**config.mk**
```make
export PLATFORM = sky130hd
export DESIGN_NAME = seq_shifter_8b
export DESIGN_NICKNAME = d
export VERILOG_FILES = /design/src/rtl/shift_pkg.sv /design/src/rtl/shift1_8b.sv /design/src/rtl/seq_shifter_8b.sv
export SDC_FILE = /design/constraint.sdc
export NUM_CORES = 1
export LEC_CHECK = 0
export ABC_CLOCK_PERIOD_IN_PS = 4600
export CORE_MARGIN = 5
export CORE_UTILIZATION = 53
export CTS_BUF_LIST = sky130_fd_sc_hd__clkbuf_16
export CTS_CLUSTER_DIAMETER = 120
export DETAILED_ROUTE_END_ITERATION = 8
export PLACE_DENSITY = 0.83
export SLEW_MARGIN = 0
export SYNTH_ARGS = -nofsm -noshare
export SYNTH_HDL_FRONTEND = slang
export SYNTH_SLANG_ARGS = --single-unit
```
**constraint.sdc**
```tcl
create_clock -name clk -period 4.6 [get_ports clk]
set_clock_uncertainty 0.2 [all_clocks]
set_input_delay 0.92 -clock clk [delete_from_list [all_inputs] [get_ports clk]]
set_output_delay 0.92 -clock clk [all_outputs]
set_load 0.01 [all_outputs]
```
**src/rtl/shift_pkg.sv**
```systemverilog
// shift_pkg: shared mode map and state encoding for the shift engines
package shift_pkg;
    localparam logic [2:0] MODE_LSR = 3'b000;
    localparam logic [2:0] MODE_LSL = 3'b001;
    localparam logic [2:0] MODE_ASR = 3'b010;
    localparam logic [2:0] MODE_ASL = 3'b011;
    localparam logic [2:0] MODE_ROR = 3'b100;
    localparam logic [2:0] MODE_ROL = 3'b101;
    typedef enum logic [1:0] {ST_IDLE, ST_SHIFT, ST_DONE} state_t;
endpackage

```
**src/rtl/shift1_8b.sv**
```systemverilog
// shift1_8b: combinational single-step shift/rotate operator
module shift1_8b import shift_pkg::*; #(
    parameter int WIDTH = 8
) (
    input  logic [2:0]       mode,
    input  logic [WIDTH-1:0] r,
    output logic [WIDTH-1:0] r_next
);
    // one step of the selected operation; unused modes hold the operand
    always_comb begin
        r_next = mode == MODE_LSR ? {1'b0, r[WIDTH-1:1]} :
                 mode == MODE_LSL ? {r[WIDTH-2:0], 1'b0} :
                 mode == MODE_ASR ? {r[WIDTH-1], r[WIDTH-1:1]} :
                 mode == MODE_ASL ? {r[WIDTH-1], r[WIDTH-3:0], 1'b0} :
                 mode == MODE_ROR ? {r[0], r[WIDTH-1:1]} :
                 mode == MODE_ROL ? {r[WIDTH-2:0], r[WIDTH-1]} : r;
    end
endmodule

```
**src/rtl/seq_shifter_8b.sv**
```systemverilog
// seq_shifter_8b: multi-cycle shift-by-N engine with valid/ready handshakes
module seq_shifter_8b import shift_pkg::*; #(
    parameter int WIDTH = 8
) (
    input  logic             clk,
    input  logic             rst_,
    input  logic             in_valid,
    output logic             in_ready,
    input  logic [WIDTH-1:0] din,
    input  logic [2:0]       mode,
    input  logic [2:0]       count,
    output logic             out_valid,
    input  logic             out_ready,
    output logic [WIDTH-1:0] dout
);
    state_t           state, state_n;
    logic [WIDTH-1:0] r, r_next;
    logic [2:0]       mode_q, remaining;

    shift1_8b #(.WIDTH(WIDTH)) u_step (.mode(mode_q), .r(r), .r_next(r_next));

    // next state and handshake outputs; SHIFT exits on its last step
    always_comb begin
        in_ready  = state == ST_IDLE;
        out_valid = state == ST_DONE;
        state_n   = state == ST_IDLE  ? (in_valid ? (count == 3'd0 ? ST_DONE : ST_SHIFT) : ST_IDLE) :
                    state == ST_SHIFT ? (remaining == 3'd1 ? ST_DONE : ST_SHIFT) :
                    (out_ready ? ST_IDLE : ST_DONE);
    end

    // state, working register, counter; dout loads only on entry to DONE
    always_ff @(posedge clk) begin
        if (!rst_) begin
            state     <= ST_IDLE;
            r         <= '0;
            mode_q    <= MODE_LSR;
            remaining <= '0;
            dout      <= '0;
        end else begin
            state <= state_n;
            if (state == ST_IDLE && in_valid) begin
                r         <= din;
                mode_q    <= mode;
                remaining <= count;
                if (count == 3'd0) dout <= din;
            end
            if (state == ST_SHIFT) begin
                r         <= r_next;
                remaining <= remaining - 3'd1;
                if (remaining == 3'd1) dout <= r_next;
            end
        end
    end
endmodule

```
# Word level (Yosys, flattened, before mapping)
# Cells that the tools add are included.
[totals]
romBits = 0
ram_bits = 0
elab_cells = 39
ff_bits = 24
output_inout_bits = 10
n_memories = 0
input_bits = 18
latch_bits = 0
[classes]
n_shift = 0
eq_ne = 8
add_sub_neg = 1
mux = 20
mul = 0
reduce_logical = 5
magnitude_cmp = 0
bitwise_logic = 0
div = 0
[ops]
columns = ["cell", "n"]
rows = [
  ["$mux 8", 12],
  ["$mux 2", 6],
  ["$eq 3x1->1 const B", 2],
  ["$eq 3x2->1 const B", 2],
  ["$eq 3x3->1 const B", 2],
  ["$logic_not 3->1", 2],
  ["$mux 3", 2],
  ["$sub 3x1->3 const B", 1],
  ["$eq 2x1->1 const B", 1],
  ["$eq 2x2->1 const B", 1],
  ["$logic_not 2->1", 1],
  ["$reduce_bool 2->1", 1],
  ["$logic_and 1x1->1", 1],
]

# Logic depth before layout (Yosys ltp)
[logic_depth]
word_depth = 9
ltp_mapped = 7
depth_no_buf = 6

# Cells and area by module
# A second synthesis with hierarchy kept.
[unflattened]
hier_cells = 162
area_unflattened_um2 = 1400.1
[modules_own_cells]
columns = ["module", "cells_per_inst", "seq_area_each_um2", "area_each_um2", "n_inst"]
rows = [
  ["seq_shifter_8b", 132, 480.5, 1194.9, 1],
  ["shift1_8b", 30, 0.0, 205.2, 1],
]

# Least setup slack after synthesis
# No wires, ideal clock.
[synth_path]
path_kind = "input to register"
from = "input port count[1]"
to = "register dout[0]"
path_slack_ns = 2.609
stages = 4
arrival_ns = 1.668
setup_time_ns = 0.123
required_time_ns = 4.277
path_buffers = 0
path_cell_list = "nor3_1 nand2_4 mux2i_1 o22ai_1"
[synth_via]
elab_chain_cells = 5
[synth_lines]
columns = ["item", "line_no", "source"]
rows = [
  ["start, declared", "seq_shifter_8b.sv:11", "input logic [2:0] count,"],
  ["$logic_not 3->1 (*)", "seq_shifter_8b.sv:45", "if (count == 3'd0) dout <= din;"],
  ["$mux 8 (*)", "seq_shifter_8b.sv:45", ""],
  ["$mux 8 (*)", "seq_shifter_8b.sv:41", "if (state == ST_IDLE && in_valid) begin"],
  ["$mux 8", "seq_shifter_8b.sv:50", "if (remaining == 3'd1) dout <= r_next;"],
  ["$mux 8 (*)", "seq_shifter_8b.sv:47", "if (state == ST_SHIFT) begin"],
  ["end signal, assigned", "seq_shifter_8b.sv:45", ""],
  ["end signal, assigned", "seq_shifter_8b.sv:50", ""],
  ["end, declared", "seq_shifter_8b.sv:14", "output logic [WIDTH-1:0] dout"],
]
# Mark *: on every way between the ends. The rest lies on a longest branch, timed or not.
# A chain may end at the register's enable or synchronous reset.

# Worst setup path in the final report
[layout_path]
from = "input port in_valid"
to = "register dout[0]"
[layout_via]
elab_chain_cells = 4
[layout_lines]
columns = ["item", "line_no", "source"]
rows = [
  ["start, declared", "seq_shifter_8b.sv:7", "input logic in_valid,"],
  ["$logic_and 1x1->1 (*)", "seq_shifter_8b.sv:41", ""],
  ["$mux 8 (*)", "seq_shifter_8b.sv:41", ""],
  ["$mux 8", "seq_shifter_8b.sv:50", ""],
  ["$mux 8 (*)", "seq_shifter_8b.sv:47", ""],
]
# Marks and branches as above.

==> flow_summary.yaml <==
outcome:
  status: "finished clean"
global_route:
  track_usage_pct: 18.5
  grt_pass1_vias: 1171
  grt_pass1_wl_um: 5110
  antenna_found_initial: 0
  overflow: 0
  grt_max_degree: 20
cells_and_area:
  final_util_pct: 70.9
  antenna_cells: 0
  stdcell_area_um2: 1610
  drive_gt1_share_pct: 7.02
  final_nets: 192
  areaGrowthSynthToFinish_pct: 25.0
pwr:
  peakVddDrop_mv: 0.183
  p_leak_nw: 0.675
  power_density_nw_per_um2: 336
  total_power_w: 0.000543
clock_network:
  worstSkewPairLatency_ps: 260
  postCtsHoldBufs: 0
  clock_sinks: 24
  cts_tree: "done"
  path_clk_slew_ps: 60
  numCtsBuffers: 3
  postCtsSetupBuffers: 0
  htreeDepth: 1
  cts_buffer_depth: 2
  post_cts_resized: 0
  cts_root_buffer: "clkbuf_16"
detailed_routing:
  vias_per_cell: 5.95
  wl_per_cell_um: 15.6
  drc_errors: 0
  drtIter0Drc: 28
  ant_nets: 0
  vias: 1185
  wl_um: 3110
  drtPass1Iterations: 4
sta:
  hold_slack_ps: 285
  worst_pin_slew_ps: 768
  fin_crit_sh_pct: 60.5
  setup_viol_count_final: 0
  fmax_ghz: 0.360
  post-route-min-period_ps: 2780
  final_max_slew_viol_count: 0
  hold_viol_final: 0
  setup_tns_ps: 0
  relSlewSlack_pct: 48.7
  rsz0062_at_grt: "no"
critical_path:
  r2r_cells: 4
  critPathTopFamily: "simple AND/OR/NAND/NOR gates"
  worst-path-stages: 5
  max_stage_delay_ps: 680
  regToRegEndpoint: "dout[0]"
  crit_path_max_fanout: 17
  critPathKind: "in -> reg"
  worstPathArrival_ps: 2720
  path_cells: "clkdlybuf4s50_1 > nor3b_4 > nand2_4 > mux2i_1 > o22ai_1"
  start_kind: "input port"
  worstReg2RegStart: "state[1]"
  path_buf_inv: 1
  ff2ff_setup_slack_ps: 2630
  worst_path_max_delay_cell: "nor3b_4"
  crit_required_ps: 4540
  endpoint_kind: "register"
floorplanning:
  core_region_area_um2: 2280
  dieHeight_um: 59.4
  start_util_pct: 56.7
  die_area_um2: 3520
  die_w_um: 59.4
  rows: 17
  io_pins: 28
min_path:
  hold_class: "reg -> reg"
  hp-start: "remaining[2]"
  min_path_cells: 2
  whs_endpoint: "remaining[2]"
placement:
  hpwl_um: 2160
  dpl_cell_area_um2: 1540
  globalplace.congestion: 0.796
  io_buffers: 27
synthesis:
  synth_common_cells: "nand2_1 (29), dfxtp_1 (24), mux2i_1 (14)"
  synth_top_area_cell: "dfxtp_1"
  syn_area_per_cell_um2: 8.78
  synth_top_area_share_pct: 37.2
  synth.most_common_cell: "nand2_1"
  seq_area_frac_synth_pct: 37.2
  synth_nets: 167
  synth_cell_types: 39
  synth_cells: 147
  synth.area.top_cells: "dfxtp_1 (37%), mux2i_1 (11%), nand2_1 (8.4%)"
  synthesis.area_um2: 1290
  synth_warnings: 0
  async_flop_share_pct: 0
  synth-main-ff-cell: "dfxtp_1"
  ys_ff_latch: 24
  synth-edff-count: 0
run:
  cap_violations: 0
## per-stage QoR
stage                     cells  worst slack, ps
after floorplan             147             2610
after global placement      195             1640
after detailed placement    195             1570
after CTS                   199             1840
after global routing        199             1690
final                       199             1820
## worst reg2reg max path: cells and delay by family (launching register included)
family           cells  cell delay (ps)
AND/OR/NAND/NOR      2              930
flip-flops           1              380
multiplexers         1              230
AO/OA/AOI/OAI        1              100
## area by class of cell
cell class | instances | area (µm²)
inverter | 4 | 15.0
sequential | 24 | 480
timing repair buffer | 27 | 270
multi-input combinational | 112 | 734
tap | 28 | 35.0
fill | 181 | 662
clock inverter | 1 | 3.75
clock buffer | 3 | 75.1
## kinds of logic (layout without fill, tap and decap cells)
logic type               count (synthesis)  count (layout)  synth area share, %
AND/OR/NAND/NOR                         48              48                 19.4
AO/OA/AOI/OAI                           46              46                 23.0
flip-flops                              24              24                 37.2
multiplexers                            16              16                 12.6
buffers and inverters                   11              35                 5.91
adder cells (fa/ha/maj)                  2               2                 1.94
## state kept, by name (all words and copies together), names as in the netlist
register / flops
dout: 8
r: 8
mode_q: 3
state: 2
remaining: 3
## layer usage
layer,wire length (µm),GRT usage [%],vias up
met5,0,0,-
met4,40,8.41,0
met2,1520,32.0,45
met3,205,3.92,5
li1,-,-,573
met1,1340,21.5,562
## layout by cell type (no fill, tap or decap), drive strengths merged, types with 2 or more instances in the layout
master         count
a21boi             6
nor2               4
ha                 2
and2               2
a21oi              6
a22o               3
nand2             31
clkdlybuf4s50     27
inv                4
dfxtp             24
and2b              2
nand3              2
o21ai             13
o21a               2
mux2               2
nand2b             3
o22ai              9
mux2i             14
clkbuf             3
## how the worst max path moves through the flow
stage	slack, ps	start	end
floorplan	2610	count[1]	dout[0]
global placement	1640	in_valid	dout[4]
detailed placement	1570	in_valid	dout[0]
CTS	1840	in_valid	dout[0]
global route	1690	in_valid	dout[1]
finish	1820	in_valid	dout[0]
## where the power goes
part	internal (W)	switching, W	total, W
Clock	0.000116	0.0000724	0.000189
Combinational	0.0000573	0.0000546	0.000112
Sequential	0.000224	0.0000181	0.000242
No activity file was read; power rests on OpenSTA's default activity.
